$ cat src/rtl/seq_pkg.sv
// Shared types and constants for the run-control / fetch sequencer.
package seq_pkg;
  typedef enum logic [1:0] {IDLE = 2'd0, RUN = 2'd1, DONE = 2'd2} state_t;

  localparam logic [1:0] COND_ALWAYS = 2'b00;
  localparam logic [1:0] COND_Z      = 2'b01;
  localparam logic [1:0] COND_NZ     = 2'b10;
  localparam logic [1:0] COND_P      = 2'b11;

  localparam int SEQ_D          = 12;
  localparam int SEQ_OFS_W      = 8;
  localparam int SEQ_START_ADDR = 0;
  localparam int SEQ_END_ADDR   = 128;
endpackage

$ cat src/rtl/seq_next_pc.sv
// Next-PC select: absolute jump over taken relative branch over sequential +1.
module seq_next_pc
  import seq_pkg::*;
#(
  parameter int D     = SEQ_D,
  parameter int OFS_W = SEQ_OFS_W
) (
  input  logic [D-1:0]     i_pc,
  input  logic             i_absjump_en,
  input  logic [D-1:0]     i_target,
  input  logic             i_reljump_en,
  input  logic [1:0]       i_rel_cond,
  input  logic [OFS_W-1:0] i_rel_offset,
  input  logic             i_zeroQ,
  input  logic             i_pariQ,
  output logic [D-1:0]     o_next_pc
);
  logic signed [OFS_W-1:0] w_ofs;
  logic        [D-1:0]     w_ofs_ext;
  logic                    w_cond;

  assign w_ofs     = i_rel_offset;
  // Sign-extending cast; the add below wraps modulo 2^D naturally.
  assign w_ofs_ext = D'(w_ofs);

  always_comb begin
    w_cond = 1'b0;
    case (i_rel_cond)
      COND_ALWAYS: w_cond = 1'b1;
      COND_Z:      w_cond = i_zeroQ;
      COND_NZ:     w_cond = ~i_zeroQ;
      COND_P:      w_cond = i_pariQ;
      default:     w_cond = 1'b0;
    endcase
  end

  always_comb begin
    o_next_pc = i_pc + D'(1);
    if (i_absjump_en)
      o_next_pc = i_target;
    else if (i_reljump_en && w_cond)
      o_next_pc = i_pc + w_ofs_ext;
  end
endmodule

$ cat src/rtl/seq_ctrl.sv
// Run-control and fetch sequencer: PC, req/done handshake, branch flags.
// Optional cycle counter output enabled by SEQ_CTRL_CYCLE_CNT_EN.
module seq_ctrl
  import seq_pkg::*;
#(
  parameter int D          = SEQ_D,
  parameter int OFS_W      = SEQ_OFS_W,
  parameter int START_ADDR = SEQ_START_ADDR,
  parameter int END_ADDR   = SEQ_END_ADDR
) (
  input  logic             clk,
  input  logic             reset,
  input  logic             req,
  input  logic             stall,
  input  logic             halt,
  input  logic             absjump_en,
  input  logic [D-1:0]     target,
  input  logic             reljump_en,
  input  logic [1:0]       rel_cond,
  input  logic [OFS_W-1:0] rel_offset,
  input  logic             flag_en,
  input  logic             zero,
  input  logic             pari,
  input  logic             sc_o,
  input  logic             sc_clr,
  output logic [D-1:0]     prog_ctr,
  output logic             run,
  output logic             done,
  output logic             zeroQ,
  output logic             pariQ,
  output logic             sc_in
`ifdef SEQ_CTRL_CYCLE_CNT_EN
  ,
  output logic [15:0]      cycle_cnt
`endif
);
  localparam logic [D-1:0] L_START = D'(START_ADDR);
  localparam logic [D-1:0] L_END   = D'(END_ADDR);

  state_t       r_state, w_state_nxt;
  logic [D-1:0] r_pc, w_pc_nxt, w_pc_sel;
  logic         r_zq, r_pq, r_sc;
  logic         w_zq_nxt, w_pq_nxt, w_sc_nxt;

  seq_next_pc #(.D(D), .OFS_W(OFS_W)) u_next_pc (
    .i_pc         (r_pc),
    .i_absjump_en (absjump_en),
    .i_target     (target),
    .i_reljump_en (reljump_en),
    .i_rel_cond   (rel_cond),
    .i_rel_offset (rel_offset),
    .i_zeroQ      (r_zq),
    .i_pariQ      (r_pq),
    .o_next_pc    (w_pc_sel)
  );

  always_comb begin
    w_state_nxt = r_state;
    w_pc_nxt    = r_pc;
    w_zq_nxt    = r_zq;
    w_pq_nxt    = r_pq;
    w_sc_nxt    = r_sc;
    case (r_state)
      IDLE: begin
        w_pc_nxt = L_START;
        if (req) w_state_nxt = RUN;
      end
      RUN: begin
        // Stall freezes everything; branches see flags from before this cycle.
        if (!stall) begin
          if (r_pc == L_END || halt) w_state_nxt = DONE;
          else                       w_pc_nxt    = w_pc_sel;
          if (flag_en) begin
            w_zq_nxt = zero;
            w_pq_nxt = pari;
          end
          if (sc_clr)       w_sc_nxt = 1'b0;
          else if (flag_en) w_sc_nxt = sc_o;
        end
      end
      DONE: begin
        if (!req) begin
          w_state_nxt = IDLE;
          w_pc_nxt    = L_START;
        end
      end
      default: begin
        w_state_nxt = IDLE;
        w_pc_nxt    = L_START;
      end
    endcase
  end

  always_ff @(posedge clk) begin
    if (reset) begin
      r_state <= IDLE;
      r_pc    <= L_START;
      r_zq    <= 1'b0;
      r_pq    <= 1'b0;
      r_sc    <= 1'b0;
    end else begin
      r_state <= w_state_nxt;
      r_pc    <= w_pc_nxt;
      r_zq    <= w_zq_nxt;
      r_pq    <= w_pq_nxt;
      r_sc    <= w_sc_nxt;
    end
  end

`ifdef SEQ_CTRL_CYCLE_CNT_EN
  logic [15:0] r_cnt;
  // Counts stalled RUN cycles too; saturates rather than wrapping.
  always_ff @(posedge clk) begin
    if (reset)
      r_cnt <= 16'd0;
    else if (r_state == IDLE && req)
      r_cnt <= 16'd0;
    else if (r_state == RUN && r_cnt != 16'hFFFF)
      r_cnt <= r_cnt + 16'd1;
  end
  assign cycle_cnt = r_cnt;
`endif

  assign prog_ctr = r_pc;
  assign run      = (r_state == RUN);
  assign done     = (r_state == DONE);
  assign zeroQ    = r_zq;
  assign pariQ    = r_pq;
  assign sc_in    = r_sc;
endmodule

$ cat config.mk
export PLATFORM = sky130hd
export DESIGN_NAME = seq_ctrl
export DESIGN_NICKNAME = d
export VERILOG_FILES = /design/src/rtl/seq_pkg.sv /design/src/rtl/seq_next_pc.sv /design/src/rtl/seq_ctrl.sv
export SDC_FILE = /design/constraint.sdc
export NUM_CORES = 1
export LEC_CHECK = 0
export ABC_CLOCK_PERIOD_IN_PS = 4000
export CAP_MARGIN = 20
export CORE_MARGIN = 2
export CORE_UTILIZATION = 45
export DETAILED_ROUTE_END_ITERATION = 6
export PLACE_DENSITY = 0.9
export SLEW_MARGIN = 15
export SYNTH_ARGS = -nofsm -noshare
export SYNTH_HDL_FRONTEND = slang
export SYNTH_SLANG_ARGS = --single-unit
$ cat constraint.sdc
create_clock -name clk -period 4 [get_ports clk]
set_clock_uncertainty 0.05 [all_clocks]
set_input_delay 0.6 -clock clk [delete_from_list [all_inputs] [get_ports clk]]
set_output_delay 0.6 -clock clk [all_outputs]
set_load 0.005 [all_outputs]
---- Word level (Yosys, flattened, before mapping) ----
Cells that the tools add are included.
storage, ports and cells
  bits in registers ....................... 17
cells by class
  add/subtract/negate cells ............... 2
  equality and inequality tests ........... 11
  mux-type cells .......................... 14
  bitwise operators ....................... 2
  reductions and logical operators ........ 9
operators with widths
  kind                   number
  $mux 12                5
  $pmux 12 s2            1
  $add 12x1->12 const B  1
  $add 12x12->12         1
  $eq 12x8->1 const B    1
  $reduce_and 3->1       3
  $mux 2                 4
  $ne 2x2->1 const B     4
  $eq 2x2->1 const B     3
  $pmux 2 s3             1
  $eq 2x1->1 const B     2
  $logic_not 2->1        2
  $pmux 1 s4             1
  $reduce_and 4->1       1
  $mux 1                 2
  $ne 2x1->1 const B     1
  $not 1->1              2
  $reduce_bool 2->1      1
  $logic_and 1x1->1      1
  $logic_or 1x1->1       1

---- Depth between registers and ports, before layout ----
  depth in word-level cells ............... 8
  mapped depth ............................ 13

---- By module ----
A second synthesis with hierarchy kept.
unflattened totals
  cells, all modules ...................... 156
  area, all modules ....................... 1337.5 µm²
by module, submodules not included
  module       times used  cells each  area each (µm²)
  seq_ctrl     1           64          688.2
  seq_next_pc  1           92          649.4

---- Worst setup path before layout ----
No wires, ideal clock.
  path type ............................... input -> register
  from .................................... input rel_cond[0]
  to ...................................... register r_pc[11] (netlist: prog_ctr[11])
  setup time .............................. 0.122 ns
  arrival time ............................ 2.849 ns
  data required time ...................... 3.828 ns
  path slack .............................. 0.980 ns
  stages on the path ...................... 12
  path buffers ............................ 0
  cell sequence ........................... mux2_2 -> a21oi_1 -> nor2b_1 -> nand2_1 -> inv_1 -> ha_1 -> a211oi_1 -> o21ai_0 -> a21oi_1 -> mux2i_1 -> mux2i_1 -> a221o_1
on the way
  word-level cells in the longest chain between the ends .. 8
  elaborated cells on any way between the ends .. 11
ends and longest elaborated chain
  what                                line               text
  from (decl)                         seq_ctrl.sv:19     input logic [1:0] rel_cond,
  $eq 2x2->1 (tied with other cells)  seq_next_pc.sv:28  case (i_rel_cond)
  $pmux 1 s4 *                        seq_next_pc.sv:28
  $logic_and 1x1->1 *                 seq_next_pc.sv:41  else if (i_reljump_en && w_cond)
  $mux 12 *                           seq_next_pc.sv:41
  $mux 12 *                           seq_next_pc.sv:39  if (i_absjump_en)
  $mux 12 *                           seq_ctrl.sv:71     if (r_pc == L_END || halt) w_state_nxt = DONE;
  $mux 12 *                           seq_ctrl.sv:70     if (!stall) begin
  $pmux 12 s2 *                       seq_ctrl.sv:63     case (r_state)
  to (signal assigned)                seq_ctrl.sv:103    r_pc <= w_pc_nxt;
  to (decl)                           seq_ctrl.sv:41     logic [D-1:0] r_pc, w_pc_nxt, w_pc_sel;
Mark *: on every way between the ends. The rest lies on a longest branch, timed or not. The select of a mux whose other input is x is not followed.
A chain may end at the register's enable or synchronous reset.

---- Worst setup path after layout ----
Same ends and word-level chain as after synthesis.

==> flow_summary.json <==
{
  "clk_pin_slew_ns": 0.11,
  "relSlewSlack": 0.560,
  "finalNetCount": 268,
  "dpl.hpwl_um": 3020,
  "die_area_sq_um": 3560,
  "layout.cells.non_filler": 258,
  "worst_setup_path_end_kind": "flip-flop",
  "dr.first_iter.drc_count": 89,
  "synth_enable_flop_cells": 0,
  "root_buffer": "clkbuf_4",
  "netlist_area_sq_um": 1390,
  "status": "completed",
  "power.leakage_nw": 0.757,
  "clock.fmax_ghz": 0.292,
  "dpl_cell_area_sq_um": 1930,
  "syn_avg_cell_area_sq_um": 8.00,
  "rows": 20,
  "post_cts_resized": 0,
  "drive_above_1_share": 0.0756,
  "path_max_fanout": 5,
  "io_buffer_count": 50,
  "cts.sinks": 17,
  "antenna_found_initial": 0,
  "slew_violations": 0,
  "hold_viol": 0,
  "drv_cap": 0,
  "grt_max_degree": 15,
  "finalSetupTns_ns": 0,
  "min_from": "r_state[1]",
  "worst_pin_slew_ns": 0.654,
  "r2r-start": "zeroQ",
  "hold-path-endpoint": "r_state[0]",
  "ctsLongestPathBuffers": 2,
  "drt.antenna.violating_nets": 0,
  "dp.cells": 254,
  "finalCriticalPeriod_ns": 3.43,
  "path_class": "in -> reg",
  "arrival_ns": 3.59,
  "hold_class": "reg -> reg",
  "vias": 1513,
  "drc": 0,
  "async_flop_share": 0,
  "r2r_slack_ns": 0.80,
  "synth_warnings": 0,
  "drt-pass1-iter-count": 4,
  "final_core_util": 0.651,
  "ctsHoldBuffers": 0,
  "stdcell_area_sq_um": 1960,
  "routedWlPerCell_um": 15.0,
  "wl_um": 3870,
  "gr-usage-all-layers": 0.227,
  "die_h_um": 59.6,
  "grt_pass1_vias": 1464,
  "start_util": 0.464,
  "worstSkewPairLatency_ns": 0.31,
  "ys_seq_area_frac": 0.244,
  "diodes": 0,
  "total_power_w": 0.000374,
  "chipWidth_um": 59.6,
  "grt.overflow.total": 0,
  "whs_path_depth": 1,
  "synth_ff_type": "dfxtp_1",
  "ir_drop_v": 0.0000952,
  "setup_viol": 0,
  "fp.coreArea_sq_um": 3000,
  "area_delta_synth_final_pct": 40.4,
  "cts_setup_buffers": 0,
  "htreeDepth": 1,
  "cp.required_ns": 4.16,
  "cts_buffers": 3,
  "ys_seq_elements": 17,
  "post-route-period-util": 0.857,
  "rsz0062_at_grt": "no",
  "r2r_end": "prog_ctr[11]",
  "ys_types": 50,
  "cts_tree": "yes",
  "ff2ff_path_depth": 12,
  "viasPerCell": 5.86,
  "ios": 51,
  "worstSetupStartpointType": "input port",
  "place_congestion": 0.893,
  "power_density_nw_per_um2": 191,
  "grt_pass1_wl_um": 6200,
  "syn-num-nets": 216,
  "syn_inst": 174
}
## area by class of cell
cell class,instances,area [sq um]
sequential,17,340
inverter,6,22.5
clock buffer,3,22.5
clock inverter,1,5.00
timing repair buffer,52,515
multi-input combinational,146,1010
tap,33,41.3
fill,261,1050
## report_power, final
group / total (W) / leakage, nW / internal [W] / switching, W
clock network: 0.0000982 / 0.0177 / 0.0000375 / 0.0000607
logic: 0.0000984 / 0.602 / 0.0000567 / 0.0000417
registers: 0.000178 / 0.138 / 0.000173 / 0.00000483
## routing by layer
metal / track usage / wire length, um / share of wire / vias up
li1: - / - / - / 744
met2: 0.419 / 1930 / 0.50 / 58
met4: 0.0857 / 57 / 0.015 / 0
met5: 0 / 0 / 0 / -
met1: 0.261 / 1610 / 0.42 / 706
met3: 0.0349 / 263 / 0.068 / 5
## state kept, by name (all words and copies together) (netlist names)
register	count
prog_ctr	12
zeroQ	1
r_state	2
pariQ	1
sc_in	1
## kinds of logic (layout without fill, tap and decap cells)
family | count (synthesis) | after routing | synth area share
AOI/OAI and AO/OA | 51 | 51 | 0.259
adders and majority gates | 8 | 8 | 0.0773
and+or+nand+nor | 75 | 75 | 0.300
buffers and inverters | 11 | 62 | 0.0314
xor gates and xnor gates | 4 | 4 | 0.0252
DFF | 17 | 17 | 0.244
muxes | 8 | 8 | 0.0629
## critical path, stage by stage
cell	delay (ns)
clkdlybuf4s50_1	0.44
mux2_2	0.32
a21oi_1	0.16
nor2b_1	0.10
buf_4	0.16
and2_1	0.15
ha_1	0.23
a211oi_1	0.37
o21ai_0	0.15
a21oi_1	0.27
mux2i_1	0.25
mux2i_1	0.10
a221o_1	0.28
## cells in the mapped netlist (2+ instances only)
cell type	number	area share
dfxtp_1	17	0.24
nand2_1	16	0.043
o21ai_0	15	0.054
nor2_1	14	0.038
a21oi_1	10	0.036
and2_1	9	0.040
a22oi_1	7	0.038
ha_1	7	0.063
nand2b_1	7	0.031
inv_1	6	0.016
nand3_1	6	0.022
a211oi_1	4	0.022
mux2i_1	4	0.029
nor4_1	4	0.018
a21o_1	3	0.016
clkbuf_1	3	0.0081
nor2b_1	3	0.013
xnor2_1	3	0.019
and3_1	2	0.0090
buf_2	2	0.0072
mux2_2	2	0.016
or2_2	2	0.0090
## cell usage in the layout, fill, tap and decap left out, drive strengths merged, types with 4 or more instances in the layout
| cell | instances |
|---|---|
| ha | 7 |
| nand3 | 6 |
| dfxtp | 17 |
| nand2b | 8 |
| o21ai | 16 |
| mux2i | 5 |
| a21oi | 10 |
| a211oi | 4 |
| inv | 6 |
| clkdlybuf4s50 | 50 |
| and2 | 9 |
| nor4 | 4 |
| nor2 | 14 |
| a22oi | 7 |
| nand2 | 16 |
## worst max-delay path by stage
stage                start      endpoint
3_5_place_dp   rel_cond[0]  prog_ctr[11]
2_1_floorplan  rel_cond[0]  prog_ctr[11]
6_report       rel_cond[0]  prog_ctr[11]
4_1_cts        rel_cond[0]  prog_ctr[11]
5_1_grt        rel_cond[0]  prog_ctr[11]
3_3_place_gp   rel_cond[0]  prog_ctr[11]
## per-stage QoR
| stage | setup WS (ns) | hold WS [ns] |
|---|---|---|
| after floorplan | 0.980 | 0.354 |
| after global placement | 0.428 | 0.372 |
| after detailed placement | 0.253 | 0.413 |
| after global routing | 0.346 | 0.436 |
| after CTS | 0.565 | 0.420 |
| final | 0.571 | 0.431 |
Power figures use the tool's default switching activity.
==> variant 1: new RTL, config.mk and constraints unchanged <==
Set the package constant `SEQ_D` to 11 (it was 12).
--- a/src/rtl/seq_pkg.sv
+++ b/src/rtl/seq_pkg.sv
@@ -9,3 +9,3 @@
 
-  localparam int SEQ_D          = 12;
+  localparam int SEQ_D          = 11;
   localparam int SEQ_OFS_W      = 8;
Ports: changed (resized prog_ctr and target); port bits go from 51 to 49. No check against the original RTL was run, so the function may have changed too.
==> variant 1 against the unedited design <==
Power increased by 0.61%. Design area decreased by 6.3%. Synthesized cell count decreased by 9.2%. Clock power increased by 10%. Setup slack improved by 180 ps. Area after synthesis decreased by 7.5%. Sequential cell count decreased by 1. Wire length decreased by 10%. Critical path type unchanged.
==> variant 1: results (changes against the unedited design) <==
| Metric | Value |
|---|---|
| Signal arrival time at the worst endpoint | `3380 ps (was 3590 ps)` |
| Number of flip-flops in the largest register | `11 (was 12)` |
| Met1 GRT Util | `0.276 (was 0.261)` |
| Cell variety after synth | `40 (was 50)` |
| Compound-gate portion of the synthesized area | `0.249 (was 0.259)` |
| Aggregate global-route resource usage | `0.219 (was 0.227)` |
| Least-Margin Pin Slew | `646 ps (was 654 ps)` |
| Latest clock arrival within the worst-skew pair | `290 ps (was 310 ps)` |
| Hold worst-path end | `sc_in (was r_state[0])` |
| Routed via count divided by cell count | `5.65 (was 5.86)` |
| Global-route wire length before repair | `5.55 mm (was 6.20 mm)` |
| Reg-to-reg slack, setup | `1000 ps (was 800 ps)` |
| Met2 track utilization from global routing | `0.356 (was 0.419)` |
| Share of synthesized area occupied by flip-flops and latches | `0.249 (was 0.244)` |
| Nets | `252 (was 268)` |
| Routed len/inst | `14.6 microns (was 15.0 microns)` |
| Clock Pin Slew Worst Setup and Hold Paths | `90 ps (was 110 ps)` |
| Post-place instance area | `0.00180 sq mm (was 0.00193 sq mm)` |
| Mux contribution to synthesized area | `0.0330 (was 0.0629)` |
| XOR/XNOR Fraction of Synth Area | `0.0651 (was 0.0252)` |
| Syn Nets | `202 (was 216)` |
| Result of the run | `finished, final reports clean (unchanged)` |
| P_leak | `0.713 nW (was 0.757 nW)` |
| Reg2Reg Depth | `13 (was 12)` |
| Fraction of final layout cells with drive strength greater than 1 | `0.0821 (was 0.0756)` |
| Hold depth | `2 (was 1)` |
| Largest cells by area after synthesis | `dfxtp_1 (25%), ha_1 (9.7%), a21oi_1 (5.8%), nand2_1 (4.7%), nor2_1 (4.1%) (was dfxtp_1 (24%), ha_1 (6.3%), o21ai_0 (5.4%), nand2_1 (4.3%), and2_1 (4.0%))` |
==> variant 1: changes by cell type after synthesis, sizes merged, moves of 3 or more <==
cell    before  now
nor3         1    6
ha           7   10
nand2b       8    4
a22oi        7    3
a32oi        2    5
mux2i        5    2
a21oi       10   16
xor2         1    5
and2         9    6
o21ai       16   11
and3         3    0
==> variant 1: power breakdown <==
part	switching, mW	internal, mW	total [mW]
Combinational	0.0428	0.0582	0.101
Clock	0.0527	0.0555	0.108
Sequential	0.00440	0.163	0.167
==> variant 1: worst max-delay path by stage <==
stage,start,end,slack [ps],cells after the start
finish,rel_cond[0],prog_ctr[6],750,14
global placement,rel_cond[0],prog_ctr[6],470,14
floorplan,rel_cond[0],prog_ctr[6],1120,13
detailed placement,rel_cond[0],prog_ctr[6],430,14
global route,rel_cond[0],prog_ctr[6],520,14
CTS,rel_cond[0],prog_ctr[6],730,14
==> variant 1: critical path, delay by kind of cell <==
family	cells	cell delay (ps)
xor gates and xnor gates	1	150
adders and majority gates	2	590
AOI/OAI and AO/OA	4	760
buffers and inverters	2	480
muxes	1	310
and+or+nand+nor	4	500
==> variant 1: final cells by class <==
cell class | count | area [sq um]
Timing Repair Buffer | 48 | 480
Multi-Input combinational cell | 133 | 933
Clock buffer | 4 | 36.3
Sequential cell | 16 | 320
Inverter | 6 | 22.5
Fill cell | 231 | 902
Tap cell | 31 | 38.8
==> variant 1: layer usage <==
layer,vias up,share of wire
met4,0,0.029
met3,12,0.063
met2,48,0.47
met1,600,0.44
met5,-,0
li1,685,-
==> variant 1: metrics by stage <==
step	utilization	worst slack (ps)	std cells	power [mW]
6_report	0.670	754	238	0.377
2_1_floorplan	-	1120	158	0.221
3_3_place_gp	0.657	466	234	0.269
4_1_cts	0.670	734	238	0.377
3_5_place_dp	0.657	435	234	0.272
5_1_grt	0.670	518	238	0.395
==> variant 2: new RTL, same settings <==
Without the edit above. The 3 states of `state_t` get a one-hot encoding in 3 bits.
--- a/src/rtl/seq_pkg.sv
+++ b/src/rtl/seq_pkg.sv
@@ -2,3 +2,3 @@
 package seq_pkg;
-  typedef enum logic [1:0] {IDLE = 2'd0, RUN = 2'd1, DONE = 2'd2} state_t;
+  typedef enum logic [2:0] {IDLE = 3'b001, RUN = 3'b010, DONE = 3'b100} state_t;
 
Formal check against the unedited RTL: same outputs for any inputs over 10 cycles, from zero or initial values and one cycle with reset high; not proved beyond that.
==> variant 2 against the unedited design <==
Power up 5.0%. Final cell count up 11%. Critical path depth up 2. Sequential power up 4%. Sequential cell count up 1. Worst hold slack better by 26 ps. Combinational power down 15%. Design area up 6.5%. Synthesized cell count up 10%. Via count up 7.3%. Area after synthesis up 8.6%. Setup slack better by 10 ps. Wire length up 5.1%.
==> variant 2: results (changes against the unedited design) <==
| Metric | Value |
|---|---|
| Result of the run | `finished, final reports clean (unchanged)` |
| Aggregate global-route resource usage | `0.235 (was 0.227)` |
| Routed via count divided by cell count | `5.66 (was 5.86)` |
| Cell variety after synth | `53 (was 50)` |
| Least-Margin Pin Slew | `858 ps (was 654 ps)` |
| Buffer count from post-CTS setup fixing | `0 (unchanged)` |
| Global-route wire length before repair | `6.68 mm (was 6.20 mm)` |
| Destination of the worst register-to-register timing path | `prog_ctr[10] (was prog_ctr[11])` |
| Latest clock arrival within the worst-skew pair | `330 ps (was 310 ps)` |
| Number of antenna violations at the first check in global routing | `0 (unchanged)` |
| Nets | `284 (was 268)` |
| Routed len/inst | `14.1 microns (was 15.0 microns)` |
| Pin count of the biggest net entering global routing | `25 (was 15)` |
| Post-place instance area | `0.00205 sq mm (was 0.00193 sq mm)` |
| Crit path max fanout | `7 (was 5)` |
| Via count of the first global-routing pass | `1524 (was 1464)` |
| P_leak | `0.796 nW (was 0.757 nW)` |
| Count of fill cells added during filler insertion | `270 (was 261)` |
| Ranking of synthesized cells by instance count | `nor2_1 (19), dfxtp_1 (18), nand2_1 (18) (was dfxtp_1 (17), nand2_1 (16), o21ai_0 (15))` |
| Largest cells by area after synthesis | `dfxtp_1 (24%), ha_1 (5.8%), a21oi_1 (5.6%), nor2_1 (4.7%), nand2_1 (4.5%) (was dfxtp_1 (24%), ha_1 (6.3%), o21ai_0 (5.4%), nand2_1 (4.3%), and2_1 (4.0%))` |
| Min-delay worst type | `register to register (unchanged)` |
| Final weighted congestion of routability-driven global placement | `0.939 (was 0.893)` |
| Share of synthesized area occupied by flip-flops and latches | `0.238 (was 0.244)` |
| Placed wire-length estimate after detailed placement | `3.06 mm (was 3.02 mm)` |
| Fraction of met3 tracks used by global routing | `0.0435 (was 0.0349)` |
| Met1 GRT Util | `0.286 (was 0.261)` |
| Initial drt markers | `94 (was 89)` |
| Sequential standard cell area | `360 sq um (was 340 sq um)` |
| NetSw | `0.107 mW (about the same)` |
| Met2 track utilization from global routing | `0.397 (was 0.419)` |
| Fraction of final layout cells with drive strength greater than 1 | `0.0622 (was 0.0756)` |
| Signal arrival time at the worst endpoint | `3610 ps (was 3590 ps)` |
| Maximum VDD drop | `0.172 mV (was 0.0952 mV)` |
| Reg-to-reg slack, setup | `780 ps (was 800 ps)` |
-- variant 2: per-layer routing --
| layer | wire length [microns] | vias up | share of wire |
|---|---|---|---|
| met3 | 218 | 11 | 0.054 |
| met5 | 0 | - | 0 |
| met2 | 1960 | 58 | 0.48 |
| met4 | 104 | 0 | 0.026 |
| met1 | 1770 | 741 | 0.44 |
| li1 | - | 813 | - |
-- variant 2: final cells by class --
cell class                      count  share of cell area
Multi-Input combinational cell    156               0.515
Timing Repair Buffer               52               0.247
Inverter                           11              0.0198
Tap cell                           46              0.0276
Sequential cell                    18               0.173
Clock buffer                        4              0.0174
-- variant 2: critical path, cell delays in order --
cell             delay [ps]
clkdlybuf4s50_1         410
mux2_2                  310
a21oi_1                 160
nor2b_1                  60
buf_4                   160
nand2b_1                 70
ha_1                    180
inv_1                    60
fa_1                    380
nor2b_1                 200
o31a_1                  250
o41ai_4                 110
nor4b_1                 280
a311oi_1                 80
a311oi_1                280
-- variant 2: worst min path at each step --
stage | startpoint | endpoint | slack (ps) | cells after the start
after global placement | sc_in | sc_in | 430 | 2
final | sc_in | sc_in | 460 | 2
after global routing | pariQ | pariQ | 500 | 2
after floorplan | pariQ | pariQ | 420 | 2
after CTS | sc_in | sc_in | 460 | 2
after detailed placement | sc_in | sc_in | 430 | 2
-- variant 2: through the flow --
| stage | hold WS [ps] | setup slack, ps | cells | power [mW] |
|---|---|---|---|---|
| after floorplan | 424 | 982 | 192 | 0.227 |
| after global placement | 433 | 370 | 283 | 0.271 |
| after detailed placement | 432 | 289 | 283 | 0.272 |
| after CTS | 465 | 619 | 287 | 0.396 |
| after global routing | 500 | 286 | 287 | 0.408 |
| final | 456 | 581 | 287 | 0.393 |
-- variant 2: power groups by stage --
stage                     clock (mW)  combinational (mW)  sequential [mW]
after floorplan                    0              0.0390            0.188
after global placement             0              0.0820            0.189
after detailed placement           0              0.0830            0.189
after CTS                      0.128              0.0836            0.185
after global routing           0.130              0.0918            0.186
final                          0.124              0.0837            0.185
-- variant 2: cell families (layout without fill, tap and decap cells) --
logic type	count (synthesis)	count (layout)	share of synthesized area
fa+ha+maj	8	8	0.0711
compound gates	62	62	0.310
flops	18	18	0.238
buf+inv	18	67	0.0529
mux	7	7	0.0471
simple gates	74	74	0.251
xor+xnor	5	5	0.0290
